## src/rtl/stopwatch_pkg.sv

```systemverilog
// Shared encodings and limits for the lap stopwatch.
package stopwatch_pkg;

    typedef enum logic [1:0] {
        ST_IDLE    = 2'b00,
        ST_RUNNING = 2'b01,
        ST_PAUSED  = 2'b10
    } sw_state_t;

    localparam logic [5:0] SEC_MAX = 6'd59;

endpackage

```

## src/rtl/lap_fifo.sv

```systemverilog
// First-word-fall-through buffer holding captured lap times.
module lap_fifo #(
    parameter int DATA_W = 8,
    parameter int DEPTH  = 4
) (
    input  logic                       clk,
    input  logic                       rst,
    input  logic                       flush,
    input  logic                       push,
    input  logic                       pop,
    input  logic [DATA_W-1:0]          wr_data,
    output logic [DATA_W-1:0]          rd_data,
    output logic                       valid,
    output logic                       full,
    output logic [$clog2(DEPTH+1)-1:0] count
);

    localparam int PTR_W = $clog2(DEPTH);
    localparam int CNT_W = $clog2(DEPTH + 1);

    logic [DATA_W-1:0] mem [DEPTH];
    logic [PTR_W-1:0]  wr_ptr;
    logic [PTR_W-1:0]  rd_ptr;
    logic              do_push;
    logic              do_pop;

    assign valid = (count != '0);
    assign full  = (count == CNT_W'(DEPTH));

    // A full buffer still accepts a push when the head leaves on the same edge.
    assign do_pop  = pop && valid && !flush;
    assign do_push = push && (!full || do_pop) && !flush;

    assign rd_data = valid ? mem[rd_ptr] : '0;

    // NOTE: storage carries no reset; count gates every read, so stale words are never visible.
    always_ff @(posedge clk) begin
        if (do_push) begin
            mem[wr_ptr] <= wr_data;
        end
    end

    // NOTE: sequential state uses non-blocking assignments so every flop samples pre-edge values.
    always_ff @(posedge clk) begin
        if (rst || flush) begin
            wr_ptr <= '0;
            rd_ptr <= '0;
            count  <= '0;
        end else begin
            if (do_push) wr_ptr <= wr_ptr + PTR_W'(1);
            if (do_pop)  rd_ptr <= rd_ptr + PTR_W'(1);
            case ({do_push, do_pop})
                2'b10:   count <= count + CNT_W'(1);
                2'b01:   count <= count - CNT_W'(1);
                default: count <= count;
            endcase
        end
    end

endmodule

```

## src/rtl/lap_stopwatch.sv

```systemverilog
// Minutes/seconds stopwatch with start/stop/clear and an optional lap buffer
// compiled in only when LAP_CAPTURE_EN is defined.
module lap_stopwatch
    import stopwatch_pkg::*;
#(
    parameter int TICK_DIV  = 100,
    parameter int MIN_W     = 8,
    parameter int LAP_DEPTH = 4
) (
    input  logic                           clk,
    input  logic                           rst,
    input  logic                           start,
    input  logic                           stop,
    input  logic                           clear,
    input  logic                           lap,
    input  logic                           lap_rd,
    output logic [MIN_W-1:0]               minutes,
    output logic [5:0]                     seconds,
    output logic [1:0]                     status,
    output logic                           overflow,
    output logic [MIN_W-1:0]               lap_minutes,
    output logic [5:0]                     lap_seconds,
    output logic                           lap_valid,
    output logic                           lap_full,
    output logic [$clog2(LAP_DEPTH+1)-1:0] lap_count
);

    localparam int               DIV_W    = (TICK_DIV > 2) ? $clog2(TICK_DIV) : 1;
    localparam logic [DIV_W-1:0] DIV_LAST = DIV_W'(TICK_DIV - 1);
    localparam logic [MIN_W-1:0] MIN_MAX  = '1;

    sw_state_t        state;
    sw_state_t        state_nxt;
    logic [DIV_W-1:0] div;
    logic             running;
    logic             tick;

    always_ff @(posedge clk) begin
        if (rst) state <= ST_IDLE;
        else     state <= state_nxt;
    end

    // Priority clear > stop > start; a stop that cannot apply still masks start.
    // NOTE: state_nxt defaults to state before any branch so no latch is inferred.
    always_comb begin
        state_nxt = state;
        if (clear) begin
            state_nxt = ST_IDLE;
        end else if (stop) begin
            if (state == ST_RUNNING) state_nxt = ST_PAUSED;
        end else if (start && state != ST_RUNNING) begin
            state_nxt = ST_RUNNING;
        end
    end

    always_comb begin
        status  = state;
        running = (state == ST_RUNNING);
    end

    // Counting follows the registered state, so the edge sampling stop still counts
    // and the edge sampling start does not.
    assign tick = running && (div == DIV_LAST);

    always_ff @(posedge clk) begin
        if (rst || clear) begin
            div      <= '0;
            seconds  <= '0;
            minutes  <= '0;
            overflow <= 1'b0;
        end else if (running) begin
            div <= tick ? '0 : div + DIV_W'(1);
            if (tick) begin
                if (seconds == SEC_MAX) begin
                    seconds <= '0;
                    minutes <= minutes + MIN_W'(1);
                    if (minutes == MIN_MAX) overflow <= 1'b1;
                end else begin
                    seconds <= seconds + 6'd1;
                end
            end
        end
    end

`ifdef LAP_CAPTURE_EN
    logic [MIN_W+5:0] lap_head;

    lap_fifo #(
        .DATA_W (MIN_W + 6),
        .DEPTH  (LAP_DEPTH)
    ) u_lap_fifo (
        .clk     (clk),
        .rst     (rst),
        .flush   (clear),
        .push    (lap && (state != ST_IDLE) && !clear),
        .pop     (lap_rd && !clear),
        .wr_data ({minutes, seconds}),
        .rd_data (lap_head),
        .valid   (lap_valid),
        .full    (lap_full),
        .count   (lap_count)
    );

    assign lap_minutes = lap_head[MIN_W+5:6];
    assign lap_seconds = lap_head[5:0];
`else
    logic unused_lap_inputs;
    assign unused_lap_inputs = lap ^ lap_rd;

    assign lap_minutes = '0;
    assign lap_seconds = '0;
    assign lap_valid   = 1'b0;
    assign lap_full    = 1'b0;
    assign lap_count   = '0;
`endif

endmodule
```

## config.mk

```make
export PLATFORM = sky130hd
export DESIGN_NAME = lap_stopwatch
export DESIGN_NICKNAME = d
export VERILOG_FILES = /design/src/rtl/stopwatch_pkg.sv /design/src/rtl/lap_fifo.sv /design/src/rtl/lap_stopwatch.sv
export SDC_FILE = /design/constraint.sdc
export NUM_CORES = 1
export LEC_CHECK = 0
export ABC_AREA = 1
export CAP_MARGIN = 15
export CORE_MARGIN = 2
export CORE_UTILIZATION = 45
export CTS_CLUSTER_DIAMETER = 100
export CTS_CLUSTER_SIZE = 14
export DETAILED_ROUTE_END_ITERATION = 10
export GPL_TIMING_DRIVEN = 0
export PLACE_DENSITY = 0.81
export SYNTH_ARGS = -nofsm -noshare
export SYNTH_HDL_FRONTEND = slang
export SYNTH_SLANG_ARGS = --single-unit
```

## constraint.sdc

```tcl
create_clock -name clk -period 3.8 [get_ports clk]
set_input_delay 0.38 -clock clk [delete_from_list [all_inputs] [get_ports clk]]
set_output_delay 0.38 -clock clk [all_outputs]
set_load 0.02 [all_outputs]
```

==> results.py <==
metrics = {
    "setup_path": {
        "cp_max_fo": 7,
        "worstSetupStartpoint": "minutes[2]",
        "cp_data_arrival_time_ns": 1.44,
        "required_ns": 3.42,
        "end_kind": "output pin",
        "crit_family": "buffers and inverters",
        "worstPathCellList": "clkdlybuf4s50_1",
        "crit_path_start_kind": "register",
        "rrSetupSlack_ns": 2.36,
        "crit_buf_inv": 1,
        "cp_slowest_cell": "clkdlybuf4s50_1",
        "critPathKind": "reg -> out",
        "cpPeakStageDelay_ns": 0.66,
        "rr_startpoint": "div[0]",
    },
    "power_and_ir_drop": {
        "power_frac_clock_pct": 30.5,
        "seqPwrFrac_pct": 57.9,
        "p_leak_nw": 0.8259,
        "combPwrFrac_pct": 11.6,
        "vdd_drop_max_mv": 0.1481,
        "power_density_mw_per_mm2": 240.4,
        "power_switching_w": 0.0001056,
        "intPower_w": 0.0003320,
        "power_w": 0.0004376,
        "p_sw_share_pct": 24.13,
    },
    "global_routing": {
        "grt_max_degree": 14,
        "grtUsageTotal_pct": 15.86,
        "antenna_found_initial": 0,
        "grt_pass1_wl_um": 4471,
        "gr-total-overflow": 0,
        "grt_pass1_vias": 1091,
    },
    "logic_synthesis": {
        "ys_seq_area_share_pct": 33.10,
        "synth_area_mm2": 0.001451,
        "avgSynthCellArea_um2": 7.046,
        "synth_xor_area_share_pct": 3.621,
        "muxShareOfSynthArea_pct": 0,
        "yosysWarningCount": 0,
        "post_synth_and_or_nand_nor_area_fraction_pct": 38.10,
        "synth_adder_area_share_pct": 2.586,
        "syn_inst": 206,
        "synth_compound_area_share_pct": 6.552,
        "synth_top_family_by_area": "simple AND/OR/NAND/NOR gates",
        "synth.distinct_cells": 25,
        "ys_ff_latch": 24,
    },
    "sta": {
        "drv_slew": 0,
        "fin_crit_ns": 1.819,
        "fin_skew_ns": 0.002521,
        "max_freq_mhz": 549.6,
        "hold_viol_final": 0,
        "fin_ws_ns": 1.981,
        "setup_viol": 0,
        "rsz0062_at_grt": "false",
        "post-route-period-util_pct": 47.88,
        "fin_tns_setup_ns": 0,
    },
    "drt": {
        "wl_per_cell_um": 8.993,
        "wl_um": 2635,
        "viasPerCell": 4.352,
        "vias": 1275,
        "drt-pass1-iter-count": 5,
        "drtIter0Drc": 23,
        "antenna_left": 0,
        "drc": 0,
    },
    "cts": {
        "clk_path_buf_depth": 2,
        "postCtsSetupBuffers": 0,
        "postCtsHoldBufs": 0,
        "post_cts_resized": 0,
        "clk_pin_slew_worst_paths_ns": 0.13,
        "clock_latency_ns": 0.31,
        "cts_tree": "done",
        "cts_root_buffer": "clkbuf_4",
        "h-tree-depth": 1,
        "numCtsBuffers": 3,
        "cts.sinks": 24,
    },
    "floorplan": {
        "rows": 20,
        "io_pins": 43,
        "die_w_um": 60.79,
        "die_area_mm2": 0.003695,
        "die_h_um": 60.79,
        "core_area_mm2": 0.003053,
        "initial_core_util_pct": 47.54,
    },
    "place": {
        "preCtsSetupSlack_ns": 2.002,
        "portBuffers": 21,
        "place_congestion": 0.8191,
        "hpwl_um": 2026,
    },
    "worst_hold_path": {
        "min_from": "overflow",
        "min_path_type": "reg -> reg",
    },
    "layout": {
        "syn_to_final_growth_pct": 25.43,
        "nNetsFinal": 260,
        "layout-drive-gt1-share_pct": 16.06,
        "antenna_cells": 0,
    },
    "run_status": {
        "status": "complete, no violations",
    },
    "job": {
        "maxCapViolCount": 0,
    },
}
-- state kept, by name (all words and copies together) (netlist names) --
name      cells
status        2
seconds       6
div           7
overflow      1
minutes       8
-- cell usage in the layout (no fill, tap or decap), drive strengths merged, types with 3 or more instances in the layout --
cell / synthesis / final
buf: 19 / 19
clkbuf: 1 / 5
nor2: 40 / 40
ha: 3 / 3
nor3: 3 / 3
o21ai: 8 / 8
xor2: 4 / 4
nand4: 3 / 3
clkdlybuf4s50: 0 / 21
conb: 1 / 19
dfxtp: 24 / 24
nand3: 13 / 13
inv: 22 / 22
nand2: 51 / 51
a21oi: 11 / 11
-- power groups by stage --
| stage | Sequential, W | Combinational [W] | Clock, W |
|---|---|---|---|
| 3_3_place_gp | 0.000259 | 0.0000502 | 0 |
| 5_1_grt | 0.000254 | 0.0000555 | 0.000145 |
| 4_1_cts | 0.000253 | 0.0000504 | 0.000137 |
| 6_report | 0.000253 | 0.0000508 | 0.000134 |
| 3_5_place_dp | 0.000259 | 0.0000504 | 0 |
| 2_1_floorplan | 0.000259 | 0.0000419 | 0 |
-- metal layers --
| layer | vias up | global-route usage (%) | part of all wire (%) |
|---|---|---|---|
| met4 | 0 | 6.211 | 0.65 |
| met3 | 2 | 2.559 | 4.7 |
| met2 | 36 | 26.73 | 47 |
| met1 | 540 | 20.26 | 47 |
| li1 | 697 | - | - |
| met5 | - | 0 | 0 |
-- worst paths after layout --
path	endpoint	cells past startpoint
worst max-delay path	minutes[2]	1
worst min-delay path	overflow	2
worst max register to register	minutes[5]	10
worst min register to register	overflow	2
-- cell usage after synthesis, drive strengths merged --
cell	n	area [um^2]
nor2	40	202.7
buf	19	142.6
a21oi	11	55.05
o21ai	8	40.03
nand2	51	226.5
nand3b	1	7.510
ha	3	37.54
inv	22	82.58
nand4	3	18.77
nand3	13	77.58
nor3	3	20.02
conb	1	3.750
dfxtp	24	480.5
xor2	4	35.03
xnor2	2	17.52
clkbuf	1	3.750
-- cells by family (layout without fill, tap and decap cells) --
family / Yosys count / count (layout)
AOI/OAI and AO/OA: 19 / 19
other: 1 / 19
xor gates and xnor gates: 6 / 6
DFF: 24 / 24
and+or+nand+nor: 111 / 111
adders and majority gates: 3 / 3
buffers and inverters: 42 / 67
-- area by class of cell --
type	instances	area, um^2
buffer	20	146.4
clock buffer	4	36.28
fill	324	1232
inverter	22	82.58
multi-input combinational	158	809.5
sequential	24	480.5
tap	44	55.05
timing repair buffer	21	210.2
-- metrics by stage --
| step | cell area, um^2 | cells | hold slack, ns | util [%] |
|---|---|---|---|---|
| after floorplan | 1519 | 224 | 0.4752 | - |
| after global placement | 1784 | 289 | 0.4400 | 58.44 |
| after detailed placement | 1784 | 289 | 0.4421 | 58.44 |
| after CTS | 1821 | 293 | 0.4610 | 59.63 |
| after global routing | 1821 | 293 | 0.4913 | 59.63 |
| final | 1821 | 293 | 0.4601 | 59.63 |
(Power assumes the default switching activity.)
